==> config.mk <==
export PLATFORM = sky130hd
export DESIGN_NAME = alu_rr_arbiter
export DESIGN_NICKNAME = d
export VERILOG_FILES = /design/src/rtl/alu_rr_arbiter.sv
export SDC_FILE = /design/constraint.sdc
export NUM_CORES = 1
export LEC_CHECK = 0
export ABC_AREA = 0
export BUFFER_PORTS_ARGS = -buffer_cell sky130_fd_sc_hd__buf_2
export CAP_MARGIN = 5
export CORE_AREA = 3 3 76 78
export CTS_CLUSTER_DIAMETER = 120
export DETAILED_ROUTE_END_ITERATION = 16
export DIE_AREA = 0 0 79 81
export PLACE_DENSITY = 0.92
export SLEW_MARGIN = 20
export SYNTH_ARGS = -nofsm -noshare
export SYNTH_HDL_FRONTEND = slang
export SYNTH_SLANG_ARGS = --single-unit
export TNS_END_PERCENT = 10
==> constraint.sdc <==
create_clock -name clk -period 4.76 [get_ports clk]
set_clock_uncertainty 0.15 [all_clocks]
set_input_delay 0.476 -clock clk [delete_from_list [all_inputs] [get_ports clk]]
set_output_delay 0.476 -clock clk [all_outputs]
set_load 0.1 [all_outputs]
==> src/rtl/alu_rr_arbiter.sv <==
// Round-robin arbiter sharing one ALU among N requesters; issue appears the cycle after grant.
// Issue port holds until i_ALU_READY; results route back in order via a tag FIFO that throttles grants when full.
module alu_rr_arbiter #(
  parameter int N     = 4,
  parameter int WIDTH = 8,
  parameter int OPW   = 3,
  parameter int DEPTH = 4
) (
  input  logic               clk,
  input  logic               i_RSTn,
  input  logic [N-1:0]       i_REQ_VALID,
  input  logic [N*WIDTH-1:0] i_REQ_A,
  input  logic [N*WIDTH-1:0] i_REQ_B,
  input  logic [N*OPW-1:0]   i_REQ_OP,
  output logic [N-1:0]       o_REQ_READY,
  output logic               o_ALU_VALID,
  output logic [WIDTH-1:0]   o_ALU_A,
  output logic [WIDTH-1:0]   o_ALU_B,
  output logic [OPW-1:0]     o_ALU_OP,
  input  logic               i_ALU_READY,
  input  logic               i_RES_VALID,
  input  logic [WIDTH-1:0]   i_RES_Y,
  output logic               o_RES_READY,
  output logic [N-1:0]       o_RSP_VALID,
  output logic [WIDTH-1:0]   o_RSP_Y,
  input  logic [N-1:0]       i_RSP_READY,
  output logic               o_ERR
);

  localparam int IW = $clog2(N);
  localparam int PW = (DEPTH > 1) ? $clog2(DEPTH) : 1;
  localparam int CW = $clog2(DEPTH + 1);

  localparam logic [0:0] ST_IDLE = 1'b0;
  localparam logic [0:0] ST_HOLD = 1'b1;

  logic [0:0]       state;
  logic [IW-1:0]    rr_ptr;
  logic [WIDTH-1:0] iss_a;
  logic [WIDTH-1:0] iss_b;
  logic [OPW-1:0]   iss_op;
  logic             err_q;

  logic [IW-1:0]    tag_mem [DEPTH];
  logic [PW-1:0]    wr_ptr;
  logic [PW-1:0]    rd_ptr;
  logic [CW-1:0]    tag_cnt;

  logic             fifo_full;
  logic             fifo_empty;
  logic [IW-1:0]    head;
  logic             hold_ack;
  logic             win_found;
  logic [IW-1:0]    win_idx;
  logic [IW-1:0]    cand;
  logic             grant;
  logic             res_pop;

  function automatic logic [PW-1:0] ptr_inc(input logic [PW-1:0] p);
    return (p == PW'(DEPTH - 1)) ? '0 : p + 1'b1;
  endfunction

  assign fifo_full  = (tag_cnt == CW'(DEPTH));
  assign fifo_empty = (tag_cnt == '0);
  assign head       = tag_mem[rd_ptr];
  assign hold_ack   = (state == ST_HOLD) && i_ALU_READY;

  // Scan downward so the candidate closest to rr_ptr is the last one written.
  always_comb begin
    win_found = 1'b0;
    win_idx   = '0;
    cand      = '0;
    for (int i = N - 1; i >= 0; i--) begin
      cand = IW'((int'(rr_ptr) + i) % N);
      if (i_REQ_VALID[cand]) begin
        win_found = 1'b1;
        win_idx   = cand;
      end
    end
  end

  // A pop in the same cycle does not free a slot for a grant when full.
  assign grant = !i_RSTn && win_found && !fifo_full && ((state == ST_IDLE) || hold_ack);

  always_comb begin
    o_REQ_READY = '0;
    if (grant) o_REQ_READY[win_idx] = 1'b1;
  end

  assign o_ALU_VALID = (state == ST_HOLD);
  assign o_ALU_A     = iss_a;
  assign o_ALU_B     = iss_b;
  assign o_ALU_OP    = iss_op;

  // With nothing outstanding, any returning result is swallowed and flagged.
  always_comb begin
    o_RSP_VALID = '0;
    o_RSP_Y     = '0;
    o_RES_READY = 1'b1;
    if (!fifo_empty) begin
      o_RSP_VALID[head] = i_RES_VALID;
      o_RSP_Y           = i_RES_Y;
      o_RES_READY       = i_RSP_READY[head];
    end
  end

  assign res_pop = i_RES_VALID && !fifo_empty && i_RSP_READY[head];
  assign o_ERR   = err_q;

  always_ff @(posedge clk or posedge i_RSTn) begin
    if (i_RSTn) begin
      state  <= ST_IDLE;
      rr_ptr <= '0;
      iss_a  <= '0;
      iss_b  <= '0;
      iss_op <= '0;
      err_q  <= 1'b0;
    end else begin
      if (grant) begin
        state  <= ST_HOLD;
        iss_a  <= i_REQ_A[int'(win_idx) * WIDTH +: WIDTH];
        iss_b  <= i_REQ_B[int'(win_idx) * WIDTH +: WIDTH];
        iss_op <= i_REQ_OP[int'(win_idx) * OPW +: OPW];
        rr_ptr <= (win_idx == IW'(N - 1)) ? '0 : win_idx + 1'b1;
      end else if (hold_ack) begin
        state <= ST_IDLE;
      end
      if (i_RES_VALID && fifo_empty) err_q <= 1'b1;
    end
  end

  always_ff @(posedge clk or posedge i_RSTn) begin
    if (i_RSTn) begin
      wr_ptr  <= '0;
      rd_ptr  <= '0;
      tag_cnt <= '0;
    end else begin
      if (grant)   wr_ptr <= ptr_inc(wr_ptr);
      if (res_pop) rd_ptr <= ptr_inc(rd_ptr);
      case ({grant, res_pop})
        2'b10:   tag_cnt <= tag_cnt + 1'b1;
        2'b01:   tag_cnt <= tag_cnt - 1'b1;
        default: tag_cnt <= tag_cnt;
      endcase
    end
  end

  always_ff @(posedge clk) begin
    if (grant) tag_mem[wr_ptr] <= win_idx;
  end

endmodule

# [Word-level counts from Yosys, hierarchy flattened]
# Memory sizes are Yosys's and may differ from the RTL's.
# Index checks and enable logic that the tools add are counted.
[word_totals] output_inout_bits=38 mem_count=1 ff_bits=30 ram_bits=8 in_bits=96
[memory_table] name="tag_mem" depth=4 width=2 read_ports=1 rd_clocked_by_memory_dff=0 wr=1 line="44" text="logic [IW-1:0] tag_mem [DEPTH];"
[op_classes] addsub=8 n_reduce_logical=16 eq_ne=6 mux=34 magnitude_cmp=8 multipliers=1 shift=3 n_bitwise=2
[op_table] operator="32-bit by 6-bit indexed part select with 8-bit output" n=2
[op_table] operator="2-bit by 3-bit < comparator with 1-bit output (second input constant)" n=6
[op_table] operator="1-bit 2-to-1 mux" n=16
[op_table] operator="2-bit 2-to-1 mux" n=7
[op_table] operator="12-bit by 5-bit indexed part select with 3-bit output" n=1
[op_table] operator="1-bit binary-select mux with 2-bit select" n=5
[op_table] operator="1-bit logical AND" n=9
[op_table] operator="2-bit by 1-bit adder with 2-bit output (second input constant)" n=4
[op_table] operator="2-bit == test (second input constant)" n=4
[op_table] operator="4-bit 2-to-1 mux" n=2
[op_table] operator="8-bit 2-to-1 mux" n=1
[op_table] operator="3-bit case mux with 2 select lines" n=1
[op_table] operator="2-bit adder (second input constant)" n=2
[op_table] operator="4-bit bitwise AND" n=1
[op_table] operator="1-bit demux with 2-bit select" n=2
[op_table] operator="2-bit by 1-bit >= comparator with 1-bit output (second input constant)" n=2
[op_table] operator="2-bit by 2-bit multiplier with 4-bit output (second input constant)" n=1
[op_table] operator="2-bit nonzero test" n=2
[op_table] operator="3-bit by 1-bit adder with 3-bit output (second input constant)" n=1
[op_table] operator="3-bit == test (second input constant)" n=1
[op_table] operator="1-bit logical NOT" n=3
[op_table] operator="3-bit logical NOT" n=1
[op_table] operator="3-bit by 1-bit subtractor with 3-bit output (second input constant)" n=1
[op_table] operator="2-bit by 1-bit == test with 1-bit output (second input constant)" n=1
[op_table] operator="other kinds (2)" n=2

# [Longest topological paths before layout]
# Gate-level depths: netlist of run 1.
[logic_depth] word_depth=12 mapped_depth=11 ltp_nobuf=10

# [Least setup slack after synthesis of run 1]
# No wires, ideal clock.
[synth_path] path_kind="reg2out" startpoint="register rd_ptr[0]" endpoint="output o_RSP_VALID[0]" path_stages_with_launch=4 arrival_time_ns=2.436 required_time_ns=4.134 path_slack_ns=1.698 path_buffers=0 path_cell_list="dfrtp_1 > mux4_2 > nand3b_1 > nor2_1"
[synth_via] elab_chain_cells=7 elab_cells_between_ends=8 classes_between="order compare: 2; mux: 3; bitwise: 1; reduce/logical: 1; memory: 1"
[synth_lines] element="start, declared" line="46" text="logic [PW-1:0] rd_ptr;"
[synth_lines] element="start signal, assigned" line="139" text="if (res_pop) rd_ptr <= ptr_inc(rd_ptr);"
[synth_lines] element="memory read 4 x 2 bit *"
[synth_lines] element="2-bit by 3-bit < comparator with 1-bit output (not written as such) / 2-bit by 1-bit >= comparator with 1-bit output (equally long branches)" line="101" text="o_RSP_VALID[head] = i_RES_VALID;"
[synth_lines] element="1-bit logical AND (not written as such)" line="101"
[synth_lines] element="1-bit 2-to-1 mux (not written as such)" line="101"
[synth_lines] element="1-bit demux with 2-bit select *" line="101"
[synth_lines] element="4-bit bitwise AND (no source line) *"
[synth_lines] element="4-bit 2-to-1 mux *" line="100" text="if (!fifo_empty) begin"
[synth_lines] element="end, declared" line="24" text="output logic [N-1:0] o_RSP_VALID,"
# Mark *: on every way between the ends. The rest lies on a longest branch, timed or not.

# [Worst setup path in the final report of run 1]
[layout_path] startpoint="register rr_ptr[0]" endpoint="output o_REQ_READY[3]"
[layout_via] elab_chain_cells=12 elab_cells_between_ends=28 classes_between="add/sub: 3; order compare: 2; mux: 19; reduce/logical: 4"
[layout_lines] element="start, declared" line="38" text="logic [IW-1:0] rr_ptr;"
[layout_lines] element="start signal, assigned" line="124" text="rr_ptr <= (win_idx == IW'(N - 1)) ? '0 : win_idx + 1'b1;"
[layout_lines] element="2-bit adder" line="74" text="cand = IW'((int'(rr_ptr) + i) % N);"
[layout_lines] element="1-bit binary-select mux with 2-bit select" line="75" text="if (i_REQ_VALID[cand]) begin"
[layout_lines] element="1-bit 2-to-1 mux (not written as such)" line="75"
[layout_lines] element="2-bit 2-to-1 mux (4 in a row)" line="75"
[layout_lines] element="2-bit by 3-bit < comparator with 1-bit output (not written as such) / 2-bit by 1-bit >= comparator with 1-bit output (equally long branches)" line="87" text="if (grant) o_REQ_READY[win_idx] = 1'b1;"
[layout_lines] element="1-bit logical AND (not written as such)" line="87"
[layout_lines] element="1-bit 2-to-1 mux (not written as such)" line="87"
[layout_lines] element="1-bit demux with 2-bit select" line="87"
[layout_lines] element="4-bit 2-to-1 mux *" line="87"
[layout_lines] element="end, declared" line="15" text="output logic [N-1:0] o_REQ_READY,"
# Mark *: on every way between the ends. The rest lies on a longest branch, timed or not. The select of a mux whose other input is x is not followed.

==> metrics.md, run 1 <==
| Metric | Value |
|---|---|
| H-Tree Depth | 2 |
| Clk buf depth | 2 |
| Die Height | 81 um |
| Worst-Margin Slew | approximately 560 ps |
| Post-synthesis sequential area ratio | between 30% and 40% |
| Largest net degree at the start of global routing | 46 |
| Number of core rows | 26 |
| Worst Path Arrival | 2530 ps |
| Setup TNS | 0 ps |
| Synth Net Count | roughly 320 |
| Final Cycle Share | between 60% and 70% |
| Total GRT Usage | 19.7% |
| Skew-Pair Late Insertion Delay | 290 ps |
| Worst min path class | input port to asynchronous set/reset pin |
| Cell Area, Synth | 2520 um2 |
| Layout cells sized above 1 | 44.1% |
| IO Port Bufs | around 130 |
| Worst-path clk slew | 70 ps |
| Initial core utilization | 49.0% |
| IO Pins | 134 |
| Max VDD drop | 0.000764 V |
| Num CTS Buffers | 5 |
| DIE AREA | approximately 6400 um2 |
| RSZ-0062 raised after global routing | no |
| CP Cell Sequence | and2b_1 -> or4_1 -> and2_4 -> clkinv_4 -> ha_1 -> and3_1 -> buf_2 |
| Routability cong. | between 0.7 and 0.8 |
| CTS Hold Bufs | 0 |
| Crit-path max cell delay | 470 ps |
| Pins Over Slew Limit | 0 |
| Die Wd | a little under 80 um |
| Via/cell ratio | 5.11 |
| # resized after CTS | 0 |
| CP max FO | between 40 and 50 |
| Diodes inserted | 0 |
| Drt first pass iters | 4 |
| CTS tree | yes |
| Max Fclk | 317 MHz |
| CORE AREA | 5140 um2 |
| Initial antenna violation count | 0 |
| Setup Buffers After CTS | 0 |
| GR Overflow Total | 0 |
| Crit-path slowest cell | or4_1 |
| Nets | around 450 |
| Root Driver | clkbuf_8 |
| Crit path time final | 3150 ps |
| Number of max-cap violations | 0 |
| Yosys warnings | 0 |
| ANT nets after route | 0 |
| Iter 0 DRT Violations | 67 |
| Mean post-synth cell area | roughly 12 um2 |
| Setup violations, final | 0 |
| First-pass GRT wire length | 9.79 mm |
| Ys async rst share | about four fifths |
| Post-synth EDFFs | 8 |
| Synth cell types | 39 |
| Slew margin rel. | 62.3% |
| PD cells | between 700 and 800 nW/um2 |
| #FFs+latches synth | 38 |
| Estimated wirelength of the detail-placed design | between 4 and 5 mm |
| Endpoints failing hold | 0 |
| Primary FF master, synth | dfrtp_1 |
| Post-synthesis cell count | 214 |
| Drt wl/cell | 14.5 um |
| Fin util | 63.7% |
| Most common cell after layout, fill and taps aside | buf_2 |
| Most frequent cells in the layout | buf_2, mux2_1, dfrtp_1 |
| Vias | 2130 |
| Vias in the first global route | 2175 |
| Outcome | completed |
| Crit start category | register |
| Crit Path Class | register to output port |
| Crit. End Element | output port |
| Req. time, crit path | 4130 ps |
| Drt drc | 0 |
| TritonCTS Sinks | 38 |
| Area growth, synth to finish | 29.9% |
| Power Total | about 2.5 mW |
| DRT Wirelength | roughly 6.1 mm |
| Pleak | 1.65 nW |
[report_power, final]
| group | switching [mW] | total (mW) | internal, mW | leakage, nW |
|---|---|---|---|---|
| sequential | 0.0893 | 0.567 | 0.478 | 0.438 |
| clock | 0.105 | 0.209 | 0.104 | 0.0395 |
| combinational | 1.32 | 1.76 | 0.438 | 1.17 |
[worst max-delay path, delay by kind of cell (launching register included)]
kind | cells | cell delay (ps)
buf+inv | 2 | 690
fa+ha+maj | 1 | 230
flops | 1 | 340
simple gates | 4 | 990
[logic make-up after synthesis]
family	after synthesis	share of synthesized area (%)
muxes	46	21.3
adders and majority gates	11	5.76
DFF	38	39.3
buffers and inverters	23	5.81
xor gates and xnor gates	3	1.04
and+or+nand+nor	61	14.8
AOI/OAI and AO/OA	32	12.0
[flip-flops by register name (all words and copies together), names as in the netlist]
signal / count
o_ERR: 1
rr_ptr: 2
rd_ptr: 2
o_ALU_OP: 3
o_ALU_B: 8
o_ALU_A: 8
o_ALU_VALID: 1
wr_ptr: 2
tag_cnt: 3
tag_mem: 8
[worst paths after layout]
path | end | slack (ps) | startpoint | depth (start not counted)
worst max-delay path | o_REQ_READY[3] | 1610 | rr_ptr[0]$_DFFE_PP0P_ | 7
worst min-delay path | o_ALU_A[3]$_DFFE_PP0P_ | 120 | i_RSTn | 2
worst max register to register | tag_cnt[2]$_DFFE_PP0P_ | 1950 | rd_ptr[0]$_DFFE_PP0P_ | 9
worst min register to register | o_ERR$_DFFE_PP0P_ | 340 | o_ERR$_DFFE_PP0P_ | 1
max in group asynchronous | o_ALU_A[7]$_DFFE_PP0P_ | 3720 | i_RSTn | 3
min in group clk | o_ERR$_DFFE_PP0P_ | 310 | i_RES_VALID | 3
[synthesized netlist by cell type (2+ instances only)]
cell type,n,area share (%)
edfxtp_1,8,9.5
a221o_1,20,7.9
dfrtp_1,30,30
ha_1,10,5.0
nand2_1,6,0.89
and3_1,8,2.0
buf_6,6,2.7
inv_1,11,1.6
nor2_1,7,1.0
o21bai_1,2,0.60
and2_4,2,0.70
buf_4,2,0.60
and2_1,11,2.7
mux2i_1,3,1.2
mux4_2,2,1.8
or3_1,3,0.74
mux2_1,40,18
xor2_1,2,0.70
o21ai_0,5,0.99
and2_0,16,4.0
nor2_4,2,0.89
[layer usage]
layer  wire [um]  vias up  part of all wire, %  track usage [%]
met2        2980      111                   49             34.7
met3         469        8                  7.8             3.55
li1            -     1045                    -                -
met4         105        0                  1.7             8.59
met1        2490      966                   41             23.6
met5           0        -                    0                0
[area by class of cell]
cell class	instances	area, um2
Timing Repair Buffer	134	673
Fill cell	417	1870
Multi-Input combinational cell	153	1380
Tap cell	70	87.6
Clock buffer	8	80.1
Inverter	14	60.1
Sequential cell	38	991
[per-stage QoR]
| stage | hold WS (ps) | instance area [um2] | worst slack [ps] | cells |
|---|---|---|---|---|
| 6_report | 122 | 3270 | 1610 | 417 |
| 5_1_grt | 162 | 3270 | 1470 | 417 |
| 4_1_cts | 143 | 3270 | 1570 | 417 |
| 3_5_place_dp | 329 | 3190 | 1630 | 409 |
| 3_3_place_gp | 308 | 3190 | 1710 | 409 |
| 2_1_floorplan | 321 | 2520 | 1700 | 214 |
(Power assumes the default switching activity.)
==> run 2, diff against run 1 <==
--- a/config.mk
+++ b/config.mk
@@ -8,11 +8,11 @@
 export ABC_AREA = 0
 export BUFFER_PORTS_ARGS = -buffer_cell sky130_fd_sc_hd__buf_2
 export CAP_MARGIN = 5
-export CORE_AREA = 3 3 76 78
+export CORE_AREA = 3 3 83 85
 export CTS_CLUSTER_DIAMETER = 120
 export DETAILED_ROUTE_END_ITERATION = 16
-export DIE_AREA = 0 0 79 81
-export PLACE_DENSITY = 0.92
+export DIE_AREA = 0 0 86 88
+export PLACE_DENSITY = 0.82
 export SLEW_MARGIN = 20
 export SYNTH_ARGS = -nofsm -noshare
 export SYNTH_HDL_FRONTEND = slang
==> constraint.sdc (replaced) <==
create_clock -name clk -period 2.6 [get_ports clk]
set_clock_uncertainty 0.15 [all_clocks]
set_input_delay 0.26 -clock clk [delete_from_list [all_inputs] [get_ports clk]]
set_output_delay 0.26 -clock clk [all_outputs]
set_load 0.1 [all_outputs]
==> metrics.md, run 2 (same netlist as run 1, synthesis figures left out) <==
| Metric | Value |
|---|---|
| Max VDD drop | about 0.00097 V |
| Final Cycle Share | 100% |
| Placement Cell Area | about 3300 um2 |
| R2r setup slk | -10 ps |
| Design Area, Final | 3550 um2 |
| Most Crowded Layer GR | met2 |
| Final WS setup | -11.7 ps |
| Power Total | 4.96 mW |
| CP max FO | 4 |
| Largest delay share family, worst path | multiplexers |
| CP Cell Sequence | mux4_2 -> mux2i_1 -> o22ai_2 -> ha_2 -> inv_1 -> fa_2 -> xor2_1 -> nor2_1 -> xor2_1 |
| Worst Path Arrival | 2660 ps |
| Number of core rows | 29 |
| Met3 global-route usage | 3.48% |
| Worst hold slack | 114 ps |
| Bufs and invs on worst path | 1 |
| PD cells | 1400 nW/um2 |
| Met1 GRT Util | between 10% and 20% |
| Crit-path slowest cell | mux4_2 |
| Clk buf depth | 2 |
| DIE AREA | 7570 um2 |
| Worst min path class | input port to register |
| Drt first pass iters | 4 |
| Req. time, crit path | 2650 ps |
| Post-Place Cells | about 430 |
| CTS tree | yes |
| First-pass GRT wire length | 9.67 mm |
| Crit. End Element | register |
| DRT Wirelength | 6.23 mm |
| Crit path time final | 2610 ps |
| Failing checks | setup timing |
| CORE AREA | 6280 um2 |
| Slew margin rel. | 60.9% |
| Fin util | 56.5% |
| Setup violations, final | 1 |
| Largest net degree at the start of global routing | 25 |
| Routability cong. | between 0.7 and 0.8 |
| Die Height | 88 um |
| IO Port Bufs | around 130 |
| Setup TNS | -11.7 ps |
| Outcome | finished with violations |
| RSZ-0062 raised after global routing | yes |
| Worst-path clk slew | 70 ps |
| H-Tree Depth | 2 |
| Via/cell ratio | 4.98 |
| Pleak | 1.77 nW |
| GR Overflow Total | 0 |
| Drt wl/cell | 14.1 um |
| Drt drc | 0 |
| Layout cells sized above 1 | 48.2% |
| Endpoints failing hold | 0 |
| Setup WS pre-CTS | -111 ps |
| Area growth, synth to finish | 40.8% |
| TritonCTS Sinks | 38 |
| Critical Path Most Common Cell | xor2_1 |
| Final cell count without fillers | 442 |
| Crit start category | register |
| ANT nets after route | 0 |
| Initial core utilization | 40.1% |
| Pins Over Slew Limit | 0 |
| Vias | 2199 |
| Total GRT Usage | 16.1% |
| Max Fclk | 383 MHz |
| Iter 0 DRT Violations | 58 |
| Diodes inserted | 0 |
| Num CTS Buffers | 5 |
| Number of max-cap violations | 0 |
| Initial antenna violation count | 0 |
| IO Pins | 134 |
| Root Driver | clkbuf_8 |
| Die Wd | 86 um |
| Skew-Pair Late Insertion Delay | 280 ps |
| Vias in the first global route | between 2000 and 2500 |
| Worst-Margin Slew | 586 ps |
| Most frequent cells in the layout | buf_2, mux2_1, dfrtp_1 |
| Nets | 471 |
| Crit-path max cell delay | 570 ps |
| Most common cell after layout, fill and taps aside | buf_2 |
| M2 GR Usage | between 20 and 30% |
| Estimated wirelength of the detail-placed design | around 4.8 mm |
| Crit Path Class | register to register |
run 2: changes by cell type in the layout (fill, tap and decap cells not counted), sizes merged:
cell         before  now
buf             134  151
clkbuf            8    7
clkinv            1    2
dlygate4sd3       0    1
run 2: repair_timing:
action	4_1_cts	5_1_grt
pin swaps	3	2
buffers inserted	4	4
gates resized for setup	3	3
endpoints found under the setup margin	1	22
hold endpoints to repair	12	0
hold buffers	1	0
run 2: path summary, 6_finish.rpt:
check / start / end / cells after the start
setup reg to reg: rd_ptr[0]$_DFFE_PP0P_ / tag_cnt[2]$_DFFE_PP0P_ / 9
setup / recovery: rd_ptr[0]$_DFFE_PP0P_ / tag_cnt[2]$_DFFE_PP0P_ / 9
max in group asynchronous: i_RSTn / rd_ptr[0]$_DFFE_PP0P_ / 4
hold / removal: i_RES_VALID / o_ERR$_DFFE_PP0P_ / 3
hold reg to reg: o_ERR$_DFFE_PP0P_ / o_ERR$_DFFE_PP0P_ / 1
min in group asynchronous: i_RSTn / rr_ptr[1]$_DFFE_PP0P_ / 3
run 2: area by class of cell:
type	instances	area, um2
fillers	540	2730
multi-input cells	153	1390
flip-flops and latches	38	992
repair buffers	152	908
well taps	77	96.3
clock buffers	7	86.3
inverters	14	67.6
clock inverters	1	5.00
run 2: where the power goes:
group          leakage (nW)  switching (mW)  internal, mW
clock network        0.0482           0.188         0.214
logic                  1.28            2.49          1.04
registers             0.437           0.148         0.875
total                  1.77            2.83          2.13
run 2: per-layer routing:
layer	up-vias	wire length, um	share of wire [%]
met4	0	76	1.2
met3	8	563	9.0
met5	-	0	0
met2	116	3020	48
li1	1075	-	-
met1	1000	2570	41
run 2: tightest hold or removal path, cell delays in order:
cell and delay, ps:
buf_2 120, inv_1 50, o21bai_1 70
==> run 3, diff against run 2 <==
--- a/config.mk
+++ b/config.mk
@@ -8,11 +8,11 @@
 export ABC_AREA = 0
 export BUFFER_PORTS_ARGS = -buffer_cell sky130_fd_sc_hd__buf_2
 export CAP_MARGIN = 5
-export CORE_AREA = 3 3 83 85
+export CORE_AREA = 3 3 76 78
 export CTS_CLUSTER_DIAMETER = 120
 export DETAILED_ROUTE_END_ITERATION = 16
-export DIE_AREA = 0 0 86 88
-export PLACE_DENSITY = 0.82
+export DIE_AREA = 0 0 79 81
+export PLACE_DENSITY = 0.92
 export SLEW_MARGIN = 20
 export SYNTH_ARGS = -nofsm -noshare
 export SYNTH_HDL_FRONTEND = slang
==> constraint.sdc (replaced) <==
create_clock -name clk -period 3.28 [get_ports clk]
set_clock_uncertainty 0.15 [all_clocks]
set_input_delay 0.328 -clock clk [delete_from_list [all_inputs] [get_ports clk]]
set_output_delay 0.328 -clock clk [all_outputs]
set_load 0.1 [all_outputs]
==> metrics.md, run 3 (same netlist as run 1, synthesis figures left out) <==
| Metric | Value |
|---|---|
| Worst min path class | input port to asynchronous set/reset pin |
| IO Port Bufs | 133 |
| Worst-path clk slew | about 70 ps |
| Post-Place Cells | 410 |
| Root Driver | clkbuf_8 |
| Largest net degree at the start of global routing | 31 |
| PD cells | 1130 nW/um2 |
| Crit start category | register |
| Number of max-cap violations | 0 |
| Layout cells sized above 1 | between 40 and 50% |
| Sw Ratio | between 50% and 60% |
| CP max FO | 24 |
| Drt drc | 0 |
| Req. time, crit path | 2800 ps |
| Total GRT Usage | between 20% and 30% |
| Final Cycle Share | 88.9% |
| Crit path time final | between 2000 and 3000 ps |
| First-pass GRT wire length | 10.0 mm |
| Area taken by multi-input logic gates | 1380 um2 |
| ANT nets after route | 0 |
| Nets | 454 |
| RSZ-0062 raised after global routing | no |
| Via/cell ratio | between 5 and 6 |
| Vias in the first global route | 2219 |
| TritonCTS Sinks | 38 |
| Crit. End Element | output port |
| Endpoints failing hold | 0 |
| Iter 0 DRT Violations | 112 |
| Slew margin rel. | about two thirds |
| Drt wl/cell | 14.7 um |
| Die Height | 81 um |
| Most common cell after layout, fill and taps aside | buf_2 |
| Power Total | 3.69 mW |
| Drt first pass iters | 4 |
| CORE AREA | about 5100 um2 |
| Number of core rows | 26 |
| Setup TNS | 0 ps |
| FF+latch area | 991 um2 |
| Fill cells | 433 |
| Diodes inserted | 0 |
| Max VDD drop | 0.000696 V |
| GR Overflow Total | 0 |
| NetSw | 2.21 mW |
| Worst hold slack | ~5.2 ps |
| CTS tree | yes |
| IO Pins | 134 |
| Vias | 2168 |
| Setup WS pre-CTS | 480 ps |
| Outcome | completed |
| Num CTS Buffers | 5 |
| Final cell count without fillers | 418 |
| DIE AREA | about 6400 um2 |
| DRT Wirelength | 6.15 mm |
| Initial antenna violation count | 0 |
| CTS Hold Bufs | 0 |
| Pleak | 1.65 nW |
| Initial core utilization | 49.0% |
| Final WS setup | between 300 and 400 ps |
| Fin util | 63.9% |
| Comb pwr share | between 60% and 70% |
| Clock Power Share | 8.1% |
| Most frequent cells in the layout | buf_2, mux2_1, dfrtp_1 |
| Pins Over Slew Limit | 0 |
| Estimated wirelength of the detail-placed design | 4.91 mm |
| Sequential share of power | roughly 22% |
| Die Wd | 79 um |
| Placement Cell Area | 3200 um2 |
| H-Tree Depth | 2 |
| Area growth, synth to finish | 30.3% |
| Max Fclk | 343 MHz |
| Design Area, Final | 3280 um2 |
| Clk buf depth | 2 |
| Worst Path Arrival | 2440 ps |
| Setup Buffers After CTS | 0 |
| Setup violations, final | 0 |
| # resized after CTS | 0 |
| Crit Path Class | register to output port |
| R2R cell count | 9 |
| Internal | 1.48 mW |
| Worst-Margin Slew | 505 ps |
| Skew-Pair Late Insertion Delay | 290 ps |
| Routability cong. | 0.795 |
==> run 3: routing by layer <==
layer / vias to the layer above / global-route usage [%] / part of all wire (%)
met3: 12 / 4.99 / 9.0
met4: 0 / 9.11 / 2.6
met2: 111 / 36.3 / 50
li1: 1046 / - / -
met5: - / 0 / 0
met1: 999 / 22.8 / 39
==> run 3: power groups by stage <==
stage / registers [mW] / logic [mW] / clock network (mW)
after floorplan: 1.67 / 1.34 / 0
after global placement: 0.820 / 2.54 / 0
after detailed placement: 0.824 / 2.58 / 0
after CTS: 0.823 / 2.59 / 0.307
after global routing: 0.845 / 2.71 / 0.329
final: 0.823 / 2.57 / 0.301
==> run 3: cell type report <==
| cell class | instances | area share, % |
|---|---|---|
| sequential | 38 | 30.2 |
| clock inverter | 2 | 0.267 |
| timing repair buffer | 135 | 20.7 |
| multi-input combinational | 153 | 42.1 |
| clock buffer | 6 | 2.21 |
| tap | 70 | 2.67 |
| inverter | 14 | 1.83 |
==> run 3: path summary, 6_finish.rpt <==
check	startpoint	end	slack, ps
setup / recovery	rr_ptr[0]$_DFFE_PP0P_	o_REQ_READY[3]	360
hold / removal	i_RSTn	tag_cnt[0]$_DFFE_PP0P_	5
setup reg to reg	rd_ptr[0]$_DFFE_PP0P_	tag_cnt[2]$_DFFE_PP0P_	500
hold reg to reg	o_ERR$_DFFE_PP0P_	o_ERR$_DFFE_PP0P_	330
max in group asynchronous	i_RSTn	o_ALU_OP[2]$_DFFE_PP0P_	2710
min in group clk	i_RES_VALID	o_ERR$_DFFE_PP0P_	170
==> run 3: critical path, cell delays in order (launching register included) <==
cell and delay (ps):
dfrtp_1 350, and2b_1 180, or4_1 470, and2_4 170
clkinv_4 170, ha_1 200, and3_1 170, buf_2 430
